### src/rtl/idu_is_iq.sv
// idu_is_iq: out-of-order issue queue for the IDU issue stage.
// Holds up to DEPTH renamed instructions, wakes source operands from WAKE_N
// broadcast ports and issues the oldest fully-ready entry each cycle.
// Optional build macro: IDU_IS_IQ_FULL_BYPASS_EN lets a create be accepted
// while full in the same cycle as an issue, reusing the slot being freed.
module idu_is_iq #(
  parameter int DEPTH  = 8,
  parameter int WAKE_N = 10,
  parameter int PREG_W = 6,
  parameter int PLD_W  = 152,
  localparam int CNT_W = $clog2(DEPTH + 1)
) (
  input  logic                     clk,
  input  logic                     rst_clk,
  input  logic                     rtu_global_flush,
  input  logic                     create_vld,
  output logic                     create_rdy,
  input  logic                     create_psrc1_vld,
  input  logic                     create_psrc2_vld,
  input  logic                     create_psrc1_ready,
  input  logic                     create_psrc2_ready,
  input  logic [PREG_W-1:0]        create_psrc1,
  input  logic [PREG_W-1:0]        create_psrc2,
  input  logic                     create_pdst_vld,
  input  logic [PREG_W-1:0]        create_pdst,
  input  logic [PLD_W-1:0]         create_payload,
  input  logic [WAKE_N-1:0]        wake_vld,
  input  logic [WAKE_N*PREG_W-1:0] wake_preg,
  output logic                     issue_vld,
  input  logic                     issue_rdy,
  output logic [PREG_W-1:0]        issue_psrc1,
  output logic [PREG_W-1:0]        issue_psrc2,
  output logic [PREG_W-1:0]        issue_pdst,
  output logic                     issue_psrc1_vld,
  output logic                     issue_psrc2_vld,
  output logic                     issue_pdst_vld,
  output logic [PLD_W-1:0]         issue_payload,
  output logic [CNT_W-1:0]         entry_cnt
);

  localparam logic [CNT_W-1:0] FULL_CNT = CNT_W'(DEPTH);

  logic [DEPTH-1:0]  ent_vld, s1_vld, s1_rdy, s2_vld, s2_rdy, pd_vld;
  logic [PREG_W-1:0] s1_tag [DEPTH];
  logic [PREG_W-1:0] s2_tag [DEPTH];
  logic [PREG_W-1:0] pd_tag [DEPTH];
  logic [PLD_W-1:0]  pld    [DEPTH];
  // older[i][j] = 1 means entry i is older than entry j
  logic [DEPTH-1:0]  older  [DEPTH];
  logic [CNT_W-1:0]  cnt;

  logic [DEPTH-1:0] ent_rdy, blk_vec, sel_oh, alloc_oh, w1_hit, w2_hit;
  logic             cr1_hit, cr2_hit, alloc_found, iss_fire, cr_fire;

  // Tag compare of every broadcast port against stored and incoming sources
  always_comb begin
    w1_hit  = '0;
    w2_hit  = '0;
    cr1_hit = 1'b0;
    cr2_hit = 1'b0;
    for (int k = 0; k < WAKE_N; k++) begin
      if (wake_vld[k]) begin
        for (int i = 0; i < DEPTH; i++) begin
          if (s1_tag[i] == wake_preg[k*PREG_W +: PREG_W]) w1_hit[i] = 1'b1;
          if (s2_tag[i] == wake_preg[k*PREG_W +: PREG_W]) w2_hit[i] = 1'b1;
        end
        if (create_psrc1 == wake_preg[k*PREG_W +: PREG_W]) cr1_hit = 1'b1;
        if (create_psrc2 == wake_preg[k*PREG_W +: PREG_W]) cr2_hit = 1'b1;
      end
    end
  end

  // Oldest-ready select: an entry wins if no other ready entry is older
  always_comb begin
    ent_rdy = ent_vld & (s1_rdy | ~s1_vld) & (s2_rdy | ~s2_vld);
    blk_vec = '0;
    for (int i = 0; i < DEPTH; i++) begin
      for (int j = 0; j < DEPTH; j++) begin
        if (ent_rdy[j] && older[j][i]) blk_vec[i] = 1'b1;
      end
    end
    sel_oh = ent_rdy & ~blk_vec;
  end

  // Issue output mux; sel_oh is one-hot so an OR-mux is sufficient
  always_comb begin
    issue_vld       = |ent_rdy;
    issue_psrc1     = '0;
    issue_psrc2     = '0;
    issue_pdst      = '0;
    issue_psrc1_vld = 1'b0;
    issue_psrc2_vld = 1'b0;
    issue_pdst_vld  = 1'b0;
    issue_payload   = '0;
    for (int i = 0; i < DEPTH; i++) begin
      if (sel_oh[i]) begin
        issue_psrc1     = issue_psrc1 | s1_tag[i];
        issue_psrc2     = issue_psrc2 | s2_tag[i];
        issue_pdst      = issue_pdst | pd_tag[i];
        issue_psrc1_vld = issue_psrc1_vld | s1_vld[i];
        issue_psrc2_vld = issue_psrc2_vld | s2_vld[i];
        issue_pdst_vld  = issue_pdst_vld | pd_vld[i];
        issue_payload   = issue_payload | pld[i];
      end
    end
  end

  // Handshakes; flush suppresses both fires
  always_comb begin
`ifdef IDU_IS_IQ_FULL_BYPASS_EN
    create_rdy = (cnt != FULL_CNT) | (issue_vld & issue_rdy);
`else
    create_rdy = (cnt != FULL_CNT);
`endif
    iss_fire = issue_vld & issue_rdy & ~rtu_global_flush;
    cr_fire  = create_vld & create_rdy & ~rtu_global_flush;
  end

  // Lowest-index free slot; when full (bypass build) reuse the issuing slot
  always_comb begin
    alloc_oh    = '0;
    alloc_found = 1'b0;
    for (int i = 0; i < DEPTH; i++) begin
      if (!ent_vld[i] && !alloc_found) begin
        alloc_oh[i] = 1'b1;
        alloc_found = 1'b1;
      end
    end
`ifdef IDU_IS_IQ_FULL_BYPASS_EN
    if (!alloc_found) alloc_oh = sel_oh & {DEPTH{issue_vld & issue_rdy}};
`endif
  end

  // Entry storage, wakeup, free, create and age-matrix update
  always_ff @(posedge clk) begin
    if (!rst_clk || rtu_global_flush) begin
      ent_vld <= '0;
      s1_vld  <= '0;
      s1_rdy  <= '0;
      s2_vld  <= '0;
      s2_rdy  <= '0;
      pd_vld  <= '0;
      cnt     <= '0;
      for (int i = 0; i < DEPTH; i++) begin
        s1_tag[i] <= '0;
        s2_tag[i] <= '0;
        pd_tag[i] <= '0;
        pld[i]    <= '0;
        older[i]  <= '0;
      end
    end else begin
      for (int i = 0; i < DEPTH; i++) begin
        if (ent_vld[i] && s1_vld[i] && w1_hit[i]) s1_rdy[i] <= 1'b1;
        if (ent_vld[i] && s2_vld[i] && w2_hit[i]) s2_rdy[i] <= 1'b1;
        if (iss_fire && sel_oh[i]) begin
          ent_vld[i] <= 1'b0;
          s1_vld[i]  <= 1'b0;
          s1_rdy[i]  <= 1'b0;
          s2_vld[i]  <= 1'b0;
          s2_rdy[i]  <= 1'b0;
          pd_vld[i]  <= 1'b0;
          s1_tag[i]  <= '0;
          s2_tag[i]  <= '0;
          pd_tag[i]  <= '0;
          pld[i]     <= '0;
        end
        if (cr_fire && alloc_oh[i]) begin
          ent_vld[i] <= 1'b1;
          s1_vld[i]  <= create_psrc1_vld;
          s1_rdy[i]  <= create_psrc1_ready | cr1_hit;
          s2_vld[i]  <= create_psrc2_vld;
          s2_rdy[i]  <= create_psrc2_ready | cr2_hit;
          pd_vld[i]  <= create_pdst_vld;
          s1_tag[i]  <= create_psrc1;
          s2_tag[i]  <= create_psrc2;
          pd_tag[i]  <= create_pdst_vld ? create_pdst : '0;
          pld[i]     <= create_payload;
        end
        for (int j = 0; j < DEPTH; j++) begin
          if (iss_fire && (sel_oh[i] || sel_oh[j])) older[i][j] <= 1'b0;
          if (cr_fire && alloc_oh[i]) older[i][j] <= 1'b0;
          if (cr_fire && alloc_oh[j] && (i != j))
            older[i][j] <= ent_vld[i] & ~(iss_fire & sel_oh[i]);
        end
      end
      cnt <= cnt + {{(CNT_W-1){1'b0}}, cr_fire} - {{(CNT_W-1){1'b0}}, iss_fire};
    end
  end

  assign entry_cnt = cnt;

endmodule
### config.mk
export PLATFORM = sky130hd
export DESIGN_NAME = idu_is_iq
export DESIGN_NICKNAME = d
export VERILOG_FILES = /design/src/rtl/idu_is_iq.sv
export SDC_FILE = /design/constraint.sdc
export NUM_CORES = 2
export LEC_CHECK = 0
export BUFFER_PORTS_ARGS = -buffer_cell sky130_fd_sc_hd__buf_2
export CORE_AREA = 2 2 411 332
export DETAILED_ROUTE_END_ITERATION = 10
export DIE_AREA = 0 0 413 334
export PLACE_DENSITY = 0.75
export SYNTH_ARGS = -nofsm -noshare
export SYNTH_HDL_FRONTEND = slang
export SYNTH_SLANG_ARGS = --single-unit
### constraint.sdc
create_clock -name clk -period 8.3 [get_ports clk]
set_clock_uncertainty 0.2 [all_clocks]
set_input_delay 0.83 -clock clk [delete_from_list [all_inputs] [get_ports clk]]
set_output_delay 0.83 -clock clk [all_outputs]
set_load 0.05 [all_outputs]
* Yosys cells after proc, flatten, opt, wreduce, memory -nomap -nowiden *
Memory sizes are Yosys's and may differ from the RTL's.
Index checks and enable logic that the tools add are counted.

operators by class
  add/sub/neg operators = 2
  equal/unequal tests = 181
  mux-type cells = 825
  bitwise logic cells = 336
  reductions and logical operators = 215

operators by type and width
  kind                                  number
  2-to-1 mux 152 bit                    24
  equality test 6 bit                   180
  bitwise OR 152 bit                    7
  2-to-1 mux 1 bit                      708
  2-to-1 mux 6 bit                      73
  bitwise OR 1 bit                      271
  2-to-1 mux 8 bit                      20
  logical AND 1 bit                     147
  bitwise OR 6 bit                      21
  nonzero test 3 bit                    16
  logical OR 1 bit                      29
  AND 8 bit                             3
  inverter 8 bit                        3
  AND 1 bit                             20
  bitwise OR 8 bit                      2
  nonzero test 2 bit                    8
  logical NOT 1 bit                     14
  inverter 1 bit                        9
  OR reduction 8 bit                    1
  adder 4 x 1 -> 4 bit                  1
  != test 4 bit, second input constant  1
  subtractor 4 x 1 -> 4 bit             1

storage, ports and cells
  bits in registers = 52
  RAM bits = 1424
  bits of input ports = 250
  output and inout bits = 179
  word-level logic and storage cells = 1613
  memories kept = 5

memories
  name    depth  width  read ports  clocked after Yosys merged registers in  wr ports  RTL line  text
  pld     8      152    8           0                                        8         47        logic [PLD_W-1:0] pld [DEPTH];
  older   8      8      8           0                                        8         49        logic [DEPTH-1:0] older [DEPTH];
  pd_tag  8      6      8           0                                        8         46        logic [PREG_W-1:0] pd_tag [DEPTH];
  s1_tag  8      6      8           0                                        8         44        logic [PREG_W-1:0] s1_tag [DEPTH];
  s2_tag  8      6      8           0                                        8         45        logic [PREG_W-1:0] s2_tag [DEPTH];

* Longest topological paths before layout *
  depth in word-level cells = 30
  depth in mapped cells = 14
  mapped depth without buffers = 11

* Worst setup path after synthesis *
No wires, ideal clock.

  path type = flip-flop to flip-flop
  start = reg cnt[2] (netlist: entry_cnt[2])
  end = mem pd_tag[6][0] (netlist: pd_tag[1][12]) (enable)
  setup time = 0.523 ns
  arrival time = 5.658 ns
  data required time = 7.577 ns
  setup slack = 1.919 ns
  stages on the path, launching flop included = 10
  buffers on the path = 1
  clock period less this slack = 6.381 ns
  path through = dfxtp_1 inv_1 ha_1 nor3b_1 or3b_4 nor3_2 nor3b_4 a211oi_4 buf_4 inv_1

RTL lines
  element                 RTL line  text
  start, declared         50        logic [CNT_W-1:0] cnt;
  start signal, assigned  186       cnt <= cnt + {{(CNT_W-1){1'b0}}, cr_fire} - {{(CNT_W-1){1'b0}}, iss_fire};
  end, declared           46

* Worst setup path after layout *
  start = reg ent_vld[4]
  end = out issue_payload[1]

between the ends
  cells in the longest elaborated chain, start to end = 24
  elaborated cells between the ends (all ways) = 59
  classes of those cells = mux: 40; bitwise: 11; reduce/logical: 8

ends and longest elaborated chain
  element                          RTL line  text
  start, declared                  43        logic [DEPTH-1:0] ent_vld, s1_vld, s1_rdy, s2_vld, s2_rdy, pd_vld;
  start signal, assigned           137       ent_vld <= '0;
  start signal, assigned by index  156       ent_vld[i] <= 1'b0;
  start signal, assigned by index  168       ent_vld[i] <= 1'b1;
  AND 8 bit (*) (2 in series)      75        ent_rdy = ent_vld & (s1_rdy | ~s1_vld) & (s2_rdy | ~s2_vld);
  logical AND 1 bit                79        if (ent_rdy[j] && older[j][i]) blk_vec[i] = 1'b1;
  2-to-1 mux 1 bit (4 in series)   79
  inverter 8 bit                   82        sel_oh = ent_rdy & ~blk_vec;
  AND 8 bit (*)                    82
  2-to-1 mux 152 bit               96        if (sel_oh[i]) begin
  bitwise OR 152 bit               103       issue_payload = issue_payload | pld[i];
  2-to-1 mux 152 bit               96
  (+4 left out)                    --
  bitwise OR 152 bit               103
  2-to-1 mux 152 bit               96
  bitwise OR 152 bit               103
  2-to-1 mux 152 bit               96
  bitwise OR 152 bit               103
  2-to-1 mux 152 bit               96
  bitwise OR 152 bit               103
  2-to-1 mux 152 bit (*)           96
  end, declared                    37        output logic [PLD_W-1:0] issue_payload,

Mark *: on every way between the ends. The rest lies on a longest branch, timed or not.

==> results by group <==
Status
  • Status: finished clean

Clocking
  • Hold_buf cts: 0
  • Clock-pin slew on the worst setup and hold paths: roughly 0.06 ns
  • CTS tree: yes
  • Clk Latency, worst-skew pair: about 0.8 ns
  • TritonCTS sink count: roughly 1,500
  • # resized after CTS: 0
  • Root Driver: clkbuf_16
  • Clock buffer depth: 3
  • Post-CTS setup buffer count: 0
  • Total CTS buffers: around 150
  • H-tree levels: 4

Power and ir drop
  • Peak VDD IR: 213 µV
  • Pwr Density: roughly 200 nW/µm²
  • Total Power: 16.3 mW
  • P_leak: about 33 nW

Timing
  • Worst-Margin Slew: 1.42 ns
  • Final hold vios: 0
  • Finish-stage setup viols: 0
  • RSZ-0062 raised after global routing: no
  • Peak Freq: about 0.16 GHz
  • Max-slew violations: 0
  • Period minus WS final: about 6 ns
  • Final worst path period share: 0.733
  • Max-slew headroom: 0.0456
  • Worst setup margin: around 2.2 ns
  • Setup TNS: 0 ns
  • Worst Hold Slack: about 0.18 ns

Yosys
  • Count of warnings emitted by yosys: 0
  • Synthesized flop and latch total: ~1,500
  • Post-Syn Area: 75,700 µm²
  • Post-Syn Instances: approximately 6,300
  • Post-synth top area share: 0.562
  • Post-synth top area cell: edfxtp_1
  • Avg Cell Area, Syn: roughly 12 µm²
  • Synth unique cells: 49
  • Synth Net Count: approximately 6,500
  • Synth area leaders: edfxtp_1 56%, a22oi_1 6.9%, and3_1 6.8%, xor2_1 6.3%, xnor2_1 6.2%
  • Seq/Total Area, Yosys: 0.575

GRT
  • Largest net degree at the start of global routing: approximately 260
  • GRT Util Overall: 0.368
  • First-pass GRT wire length: about 370,000 µm
  • Initial antenna violation count: 46
  • Vias in the first global route: between 50,000 and 60,000
  • Gr ovfl total: 0

Worst hold path
  • Hold_sp: create_payload[129]
  • Hold Crit Endpoint: pld[1][129]$_SDFFCE_PN0P_
  • Hold-critical path depth: 2
  • Hold Path Class: primary input to flip-flop

Floorplan
  • Die Ht: 334 µm
  • Die X: ~410 µm
  • DIE AREA: about 140,000 µm²
  • Core box area: 134,000 µm²
  • Rows: 121
  • Top Ports: ~430
  • Initial Util: 0.563

Worst setup path
  • Crit path kind: flip-flop to primary output
  • Reg2Reg Setup Slack: 3.62 ns
  • RR Endpoint: pld[0][455]$_SDFFCE_PN0P_
  • Reg2reg path depth: 10
  • CP peak stage delay: about 0.98 ns
  • CP Launch Type: flip-flop
  • CP Data Arrival Time: 5.06 ns
  • Critical-path cell list: and3_1 > nand4_1 > nor3_4 > buf_12 > buf_4 > a22oi_1 > nand4_1 > buf_2
  • Worst r2r src: entry_cnt[2]$_SDFF_PN0_
  • Crit. End Element: primary output
  • Crit-path max FO: 113
  • CP most frequent cell: nand4_1
  • CP required: ~7.3 ns
  • Slowest cell on the critical path: buf_4

Placement
  • DP Wirelength: between 100,000 and 150,000 µm
  • DP Area: between 70,000 and 80,000 µm²
  • Worst slack at placement: 3.29 ns
  • Routability cong.: roughly 1
  • Placed cells: 7,881
  • IO buf count: between 400 and 500

Routing
  • Final WL: approximately 260,000 µm
  • DRT met1 WL: between 90,000 and 100,000 µm
  • Met3 wire len: 36,500 µm
  • Metal2 WL: about 110,000 µm
  • Vias per inst: around 6.9
  • First-pass DRT Iterations: 7
  • Top sig layer: met5
  • Via Count: 56,694
  • Post-route ant nets: 0
  • # DRC: 0
  • DR iter-0 viols: between 8,000 and 9,000
  • Routed len/inst: approximately 32 µm

Finish
  • Fin util: 0.613
  • Final Non-Filler Cells: around 8,200
  • Design area: 82,500 µm²
  • Filler Cell Count: roughly 10,000
  • Layout cell share with drive strength beyond 1: 0.115
  • Final nets: 6,502
  • Area Growth Syn to Fin: 8.91%

Job
  • Max cap viols: 0
[area by class of cell]
| cell class | instances | area, µm² | share of cell area |
|---|---|---|---|
| sequential | 1468 | 43600 | 0.528 |
| tap | 1783 | 2230 | 0.0270 |
| clock buffer | 194 | 3950 | 0.0479 |
| timing repair buffer | 495 | 2850 | 0.0345 |
| antenna | 27 | 67.6 | 0.000819 |
| multi-input combinational | 4112 | 29100 | 0.353 |
| clock inverter | 64 | 587 | 0.00712 |
| inverter | 23 | 146 | 0.00177 |
[critical path: cells and delay by family (launching register included)]
family,cells,cell delay [ns]
flops,1,0.64
compound gates,1,0.23
simple gates,4,1.24
buf+inv,3,1.93
[worst max-delay path by stage]
stage	from	to	slack, ns	cells after the start
6_report	ent_vld[4]$_SDFFE_PN0P_	issue_payload[1]	2.21	8
3_3_place_gp	rtu_global_flush	s2_tag[0][14]$_SDFFCE_PN0P_	3.32	8
2_1_floorplan	entry_cnt[2]$_SDFF_PN0_	pd_tag[1][12]$_SDFFCE_PP0P_	1.92	9
5_1_grt	ent_vld[4]$_SDFFE_PN0P_	issue_payload[1]	2.19	8
3_5_place_dp	rtu_global_flush	s2_tag[0][15]$_SDFFCE_PN0P_	3.29	8
4_1_cts	ent_vld[4]$_SDFFE_PN0P_	issue_payload[1]	2.45	8
[kinds of logic after synthesis]
kind of cell,synth area share
AO/OA/AOI/OAI,0.0795
XOR/XNOR,0.125
adder cells (fa/ha/maj),0.00109
buffers and inverters,0.0416
flip-flops,0.575
AND/OR/NAND/NOR,0.177
[synthesized netlist by cell type (all sizes together)]
library cell,instances
xnor2,540
a22o,33
buf,358
nor3,21
or3,3
a21o,1
o221a,2
nand3,10
o31ai,2
or3b,2
dfxtp,52
o22ai,3
a31oi,15
and2,495
a22oi,696
clkbuf,332
edfxtp,1416
o21ai,13
o32a,2
ha,5
inv,23
a211oi,6
nor2b,1
nand2b,18
or2,2
nand2,103
nor3b,3
and3,829
nor4,218
o2bb2ai,1
fa,1
xor2,542
nor2,132
nand4,386
a21oi,26
nand3b,1
[placed cells by master, fill, tap and decap left out, drive strengths merged, types with 3 or more instances in the layout]
cell type / netlist / layout
a211oi: 6 / 6
a21oi: 26 / 26
a22o: 33 / 33
a22oi: 696 / 696
a31oi: 15 / 15
and2: 495 / 495
and3: 829 / 829
buf: 358 / 495
bufinv: 0 / 4
clkbuf: 332 / 194
clkinv: 0 / 56
dfxtp: 52 / 52
diode: 0 / 27
edfxtp: 1416 / 1416
ha: 5 / 5
inv: 23 / 26
nand2: 103 / 103
nand2b: 18 / 18
nand3: 10 / 10
nand4: 386 / 386
nor2: 132 / 132
nor3: 21 / 21
nor3b: 3 / 3
nor4: 218 / 218
o21ai: 13 / 13
o22ai: 3 / 3
or3: 3 / 3
xnor2: 540 / 540
xor2: 542 / 542
[registers in the layout (all words and copies together), names as in the netlist]
register,flops
ent_vld,8
entry_cnt,4
older,56
pd_tag,48
pd_vld,8
pld,1216
s1_rdy,8
s1_tag,48
s1_vld,8
s2_rdy,8
s2_tag,48
s2_vld,8
[where the power goes]
group	internal (mW)	total [mW]	switching (mW)	leakage, nW
clock	3.50	6.39	2.89	2.20
sequential	8.44	8.67	0.234	16.1
combinational	0.379	1.28	0.898	14.8
total	12.3	16.3	4.03	33.1
[metal layers]
layer / up-vias / track usage
li1: 23379 / -
met3: 931 / 0.113
met2: 4564 / 0.536
met4: 38 / 0.184
met1: 27782 / 0.499
met5: - / 0.00457
Power figures use the tool's default switching activity.
